### src/rtl/input_request_unit_if.sv
// Handshake bundle between one router input port, its upstream link and the switch controller.
// slave = the input request unit; master = the surrounding router / bench.
interface input_request_unit_if #(
  parameter int DATA_W = 32,
  parameter int DEPTH  = 4,
  parameter int M      = 5
);
  localparam int CNT_W = $clog2(DEPTH) + 1;

  logic [DATA_W-1:0] i_data;
  logic              i_data_val;
  logic              i_input_grant;
  logic              o_en;
  logic [DATA_W-1:0] o_data;
  logic              o_data_val;
  logic [0:M-1]      o_output_req;
  logic              o_overflow;
  logic [CNT_W-1:0]  o_count;

  modport slave (
    input  i_data, i_data_val, i_input_grant,
    output o_en, o_data, o_data_val, o_output_req, o_overflow, o_count
  );

  modport master (
    output i_data, i_data_val, i_input_grant,
    input  o_en, o_data, o_data_val, o_output_req, o_overflow, o_count
  );
endinterface

### src/rtl/input_request_unit.sv
// Router input port: flit FIFO plus XY route of the head flit, one-hot request to the switch; 1-cycle write-to-head latency.
// Backpressure: o_en drops when full; a write while full and not popped is dropped and flagged on o_overflow.
module input_request_unit #(
  parameter int DATA_W = 32,
  parameter int DEPTH  = 4,
  parameter int X_W    = 2,
  parameter int Y_W    = 2,
  parameter int M      = 5,
  parameter int LOC_X  = 0,
  parameter int LOC_Y  = 0
) (
  input  logic                clk,
  input  logic                reset_n,
  input  logic                ce,
  input_request_unit_if.slave bus
);
  localparam int PW = $clog2(DEPTH);
  localparam int CW = $clog2(DEPTH) + 1;
  localparam logic [X_W-1:0] LX = X_W'(LOC_X);
  localparam logic [Y_W-1:0] LY = Y_W'(LOC_Y);

  logic [DATA_W-1:0] mem_q [DEPTH];
  logic [PW-1:0]     wr_ptr_q, wr_ptr_d;
  logic [PW-1:0]     rd_ptr_q, rd_ptr_d;
  logic [CW-1:0]     count_q, count_d;
  logic              overflow_q, overflow_d;

  logic              full, empty, rd, wr;
  logic [DATA_W-1:0] head;
  logic [X_W-1:0]    dest_x;
  logic [Y_W-1:0]    dest_y;
  logic [0:M-1]      req;

  assign full  = (count_q == CW'(DEPTH));
  assign empty = (count_q == '0);
  assign rd    = ce & bus.i_input_grant & ~empty;
  // A pop in the same cycle frees a slot, so a full FIFO still accepts.
  assign wr    = ce & bus.i_data_val & (~full | rd);

  always_comb begin
    wr_ptr_d   = wr_ptr_q;
    rd_ptr_d   = rd_ptr_q;
    count_d    = count_q;
    overflow_d = ce & bus.i_data_val & full & ~rd;
    if (wr) wr_ptr_d = wr_ptr_q + 1'b1;
    if (rd) rd_ptr_d = rd_ptr_q + 1'b1;
    if (wr && !rd)      count_d = count_q + 1'b1;
    else if (rd && !wr) count_d = count_q - 1'b1;
  end

  always_ff @(posedge clk or negedge reset_n) begin
    if (!reset_n) begin
      wr_ptr_q   <= '0;
      rd_ptr_q   <= '0;
      count_q    <= '0;
      overflow_q <= 1'b0;
    end else begin
      wr_ptr_q   <= wr_ptr_d;
      rd_ptr_q   <= rd_ptr_d;
      count_q    <= count_d;
      overflow_q <= overflow_d;
    end
  end

  always_ff @(posedge clk) begin
    if (wr) mem_q[wr_ptr_q] <= bus.i_data;
  end

  assign head   = empty ? '0 : mem_q[rd_ptr_q];
  assign dest_x = head[X_W+Y_W-1:Y_W];
  assign dest_y = head[Y_W-1:0];

  // XY dimension-order routing: resolve X before Y.
  always_comb begin
    req = '0;
    if (!empty) begin
      if (dest_x > LX)      req[2] = 1'b1;
      else if (dest_x < LX) req[4] = 1'b1;
      else if (dest_y < LY) req[1] = 1'b1;
      else if (dest_y > LY) req[3] = 1'b1;
      else                  req[0] = 1'b1;
    end
  end

  assign bus.o_en         = ~full;
  assign bus.o_data       = head;
  assign bus.o_data_val   = ~empty;
  assign bus.o_output_req = req;
  assign bus.o_overflow   = overflow_q;
  assign bus.o_count      = count_q;
endmodule

### src/flat_wrapper.sv
// flat-port wrapper written by rule: the top's interface ports become plain ports
module input_request_unit_flat 
#(
  parameter int DATA_W = 32,
  parameter int DEPTH  = 4,
  parameter int X_W    = 2,
  parameter int Y_W    = 2,
  parameter int M      = 5,
  parameter int LOC_X  = 0,
  parameter int LOC_Y  = 0
)
  (clk, reset_n, ce, bus_i_data, bus_i_data_val, bus_i_input_grant, bus_o_en, bus_o_data, bus_o_data_val, bus_o_output_req, bus_o_overflow, bus_o_count);
  input_request_unit_if #(.DATA_W(DATA_W), .DEPTH(DEPTH), .M(M)) bus_i ();
  input  logic clk;
  input  logic reset_n;
  input  logic ce;
  input wire logic [$bits(bus_i.i_data)-1:0] bus_i_data;
  input wire logic [$bits(bus_i.i_data_val)-1:0] bus_i_data_val;
  input wire logic [$bits(bus_i.i_input_grant)-1:0] bus_i_input_grant;
  output wire logic [$bits(bus_i.o_en)-1:0] bus_o_en;
  output wire logic [$bits(bus_i.o_data)-1:0] bus_o_data;
  output wire logic [$bits(bus_i.o_data_val)-1:0] bus_o_data_val;
  output wire logic [$bits(bus_i.o_output_req)-1:0] bus_o_output_req;
  output wire logic [$bits(bus_i.o_overflow)-1:0] bus_o_overflow;
  output wire logic [$bits(bus_i.o_count)-1:0] bus_o_count;
  assign bus_i.i_data = bus_i_data;
  assign bus_i.i_data_val = bus_i_data_val;
  assign bus_i.i_input_grant = bus_i_input_grant;
  assign bus_o_en = bus_i.o_en;
  assign bus_o_data = bus_i.o_data;
  assign bus_o_data_val = bus_i.o_data_val;
  assign bus_o_output_req = bus_i.o_output_req;
  assign bus_o_overflow = bus_i.o_overflow;
  assign bus_o_count = bus_i.o_count;
  input_request_unit #(.DATA_W(DATA_W), .DEPTH(DEPTH), .X_W(X_W), .Y_W(Y_W), .M(M), .LOC_X(LOC_X), .LOC_Y(LOC_Y)) u_core (.clk(clk), .reset_n(reset_n), .ce(ce), .bus(bus_i));
endmodule
### config.mk
export PLATFORM = sky130hd
export DESIGN_NAME = input_request_unit_flat
export DESIGN_NICKNAME = d
export VERILOG_FILES = /design/src/rtl/input_request_unit_if.sv /design/src/rtl/input_request_unit.sv /design/src/flat_wrapper.sv
export SDC_FILE = /design/constraint.sdc
export NUM_CORES = 1
export LEC_CHECK = 0
export ABC_AREA = 1
export CAP_MARGIN = 10
export CORE_UTILIZATION = 35
export CTS_BUF_LIST = sky130_fd_sc_hd__clkbuf_16
export DETAILED_ROUTE_END_ITERATION = 10
export PLACE_DENSITY = 0.53
export SLEW_MARGIN = 20
export SYNTH_ARGS = -nofsm -noshare
export SYNTH_HDL_FRONTEND = slang
export SYNTH_SLANG_ARGS = --single-unit
### constraint.sdc
create_clock -name clk -period 3.85 [get_ports clk]
set_input_delay 0.5775 -clock clk [delete_from_list [all_inputs] [get_ports clk]]
set_output_delay 0.5775 -clock clk [all_outputs]
set_load 0.01 [all_outputs]
==> run metrics <==
Clock Tree Root clkbuf_16; Syn. warnings 0; RSZ-0062 raised after global routing no; Comb power frac 38.5%; CTS tree yes; fraction of layout instances using a drive strength above 1 8.06%; die footprint 0.0165 mm2; post-CTS sizing 0; Register Area 0.00405 mm2; critical-path maximum fanout 37; first-pass GRT wire length 18900 um; fmax between 300 and 400 MHz; ANT nets after route 0; Setup Buffers After CTS 0; met3 usage under 10%; WS Path Type reg2out; placed cell area 0.00656 mm2; syn_area_per_cell 12.0 um2; gr ovfl total 0; Final GP Congestion 0.727; # fillers 1423; multi-input logic area 0.00127 mm2; R2R depth 12; final net count 589; Worst-path clk slew 0.05 ns; largest net degree at the start of global routing 38; Buffers on Ports 77; Final period util a little under nine tenths; met2 usage about a quarter; Lkg Pwr 2.57 nW; final setup violating endpoints 0; Worst Skew between 0.01 and 0.015 ns; initial antenna violation count 0; WL per Instance around 15 um; crit path capture type primary output; final hold viol count 0; Tot Pwr 5.51 mW; register-to-register setup slack 1.51 ns; Final Cell Area between 0.007 and 0.008 mm2; Slew HR 52.0%; n_diodes 0; Synth Area in Simple Gates between 10 and 15%; post-synthesis compound-gate area fraction 7.87%; Req. time, crit path around 3.3 ns; crit path to bus_o_output_req[1]; clk_lat worst skew between 0.4 and 0.5 ns; io pins 80; Synth Area in XOR/XNOR 0.626%; Synth area leaders edfxtp_1 (69%), nor2_1 (8.3%), dfrtp_1 (3.6%); Max Cap Violations 0; cts hold-fix bufs 0; GRT Max-Usage Layer met2; Residual DRC 0; Area growth, synth to finish 27.0%; Row Count 45; Inserted Clock Buffers 17; Reg power frac between 30% and 40%; reg-to-reg startpoint u_core.bus.o_count[0]$_DFFE_PN0P_; sequential element share of the synthesized area 72.3%; Peak VDD IR 276 uV; Synth area leader edfxtp_1; number of global-route vias before repair 3528; dpl hpwl 6910 um; clock buffer depth 2; FF+latch count, synth around 140; Post-Synthesis Cells 465; DRT Wirelength approximately 12000 um; Starting Density roughly 36%; drt pass-1 iters 4; Sw Share 33.2%; crit path launch type register; initial drt markers 213; Worst Path Arrival 2.75 ns; Vias 3470; Setup TNS 0 ns; clock sink count 136; GRT met1 Usage 19.3%; clock power share 26.9%; top-area cell type share of the netlist area 68.7%; PD cells a little under 800 mW/mm2; H-Tree Depth 4; CORE AREA about 0.015 mm2; Post-Synth Adder-Cell Area 1.48%; Tightest Hold Check Type in2async; Synth cell types 23; Slew Limit Fails 0; Core Util, Final 46.2%; All-Layer GR Usage 15.7%; final worst path period need ~3.3 ns; internal cell power around 3.7 mW; outcome completed; Via density approximately 4.5; reg-to-reg endpoint u_core.bus.o_count[2]$_DFFE_PN0P_; CP Launch Point u_core.rd_ptr_q[0]$_DFFE_PN0N_; NetSw 1.83 mW; slew at the pin with the worst max-slew slack 0.719 ns; width of the die roughly 130 um; Syn Std Cell Area 0.00559 mm2; Die H 128 um; largest family of logic cells by synthesized area simple AND/OR/NAND/NOR gates; mux cell area share after synthesis 0%
==> how the worst min path moves through the flow <==
| stage | cells after the start | to | start | slack (ns) |
|---|---|---|---|---|
| 5_1_grt | 1 | u_core.rd_ptr_q[1]$_DFFE_PN0N_ | reset_n | 0.46 |
| 6_report | 1 | u_core.bus.o_count[2]$_DFFE_PN0P_ | reset_n | 0.45 |
| 2_1_floorplan | 0 | u_core.bus.o_count[0]$_DFFE_PN0P_ | reset_n | 0.28 |
| 4_1_cts | 1 | u_core.rd_ptr_q[1]$_DFFE_PN0N_ | reset_n | 0.44 |
| 3_5_place_dp | 2 | u_core.wr_ptr_q[1]$_DFFE_PN0P_ | u_core.wr_ptr_q[1]$_DFFE_PN0P_ | 0.54 |
| 3_3_place_gp | 2 | u_core.wr_ptr_q[1]$_DFFE_PN0P_ | u_core.wr_ptr_q[1]$_DFFE_PN0P_ | 0.52 |
==> synthesized netlist by cell type <==
library cell / n
a21oi_1: 30
buf_2: 8
buf_4: 4
buf_6: 7
clkbuf_1: 4
clkbuf_2: 2
conb_1: 1
dfrtp_1: 8
edfxtp_1: 128
fa_1: 1
ha_1: 5
inv_1: 33
inv_2: 3
nand2_1: 32
nand2_2: 1
nand3_1: 10
nand3_4: 2
nor2_1: 123
nor3_1: 1
o21ai_0: 19
o21ai_1: 39
xnor2_1: 1
xor2_1: 3
==> critical path: stages (launching register included) <==
cell             delay (ns)
dfrtp_2                0.75
buf_4                  0.48
nand2_1                0.10
nand3_1                0.09
nand2_1                0.08
nand2_1                0.10
nand2_1                0.08
nor2_1                 0.11
clkdlybuf4s50_1        0.53
==> cells in the final DEF (no fill, tap or decap) <==
cell type	instances
o21ai_0	19
nand3_4	2
nand2_2	1
edfxtp_1	128
fa_1	1
a21oi_1	30
clkinvlp_4	1
nor2_1	119
dfrtp_2	1
o21ai_1	39
clkinv_2	4
inv_2	3
dfrtp_1	7
clkdlybuf4s50_1	77
nand3_1	10
clkbuf_16	17
clkinv_4	1
nand2_1	32
inv_1	36
conb_1	2
clkinv_1	3
ha_1	5
xor2_1	3
nor2_4	4
nor3_1	1
bufinv_16	2
xnor2_1	1
buf_4	9
==> cell families (layout without fill, tap and decap cells) <==
kind of cell               count (synthesis)  count (layout)
AOI/OAI and AO/OA                         88              88
xor gates and xnor gates                   4               4
adders and majority gates                  6               6
buffers and inverters                     61             153
DFF                                      136             136
other                                      1               2
and+or+nand+nor                          169             169
==> final cells by class <==
class | instances | share of cell area, %
Clock inverter | 14 | 1.67
Multi-Input combinational cell | 269 | 17.9
Tap cell | 211 | 3.72
Sequential cell | 136 | 57.0
Clock buffer | 17 | 5.99
Timing Repair Buffer | 86 | 11.8
Inverter | 36 | 1.90
==> metal layers <==
layer	part of all wire [%]	up-vias	wire, um
li1	-	1741	-
met1	45	1635	5240
met2	49	87	5770
met3	4.8	7	564
met4	1.2	0	145
met5	0	-	0
==> power groups by stage <==
stage / registers, mW / clock network, mW / logic, mW
CTS: 1.91 / 1.52 / 2.18
global placement: 1.94 / 0 / 2.16
floorplan: 1.89 / 0 / 1.28
global route: 1.93 / 1.57 / 2.40
finish: 1.91 / 1.48 / 2.12
detailed placement: 1.94 / 0 / 2.17
==> through the flow <==
stage / worst slack (ns) / hold slack [ns] / instances
after floorplan: 1.02 / 0.282 / 466
after global placement: 0.927 / 0.523 / 738
after detailed placement: 0.893 / 0.545 / 738
after CTS: 0.439 / 0.435 / 769
after global routing: 0.263 / 0.463 / 769
final: 0.525 / 0.453 / 769
==> state kept, by name, summed over array words and instances (netlist names) <==
signal / cells
u_core.mem_q: 128
u_core.bus.o_count: 3
u_core.rd_ptr_q: 2
u_core.wr_ptr_q: 2
u_core.bus.o_overflow: 1
Power figures use the tool's default switching activity.
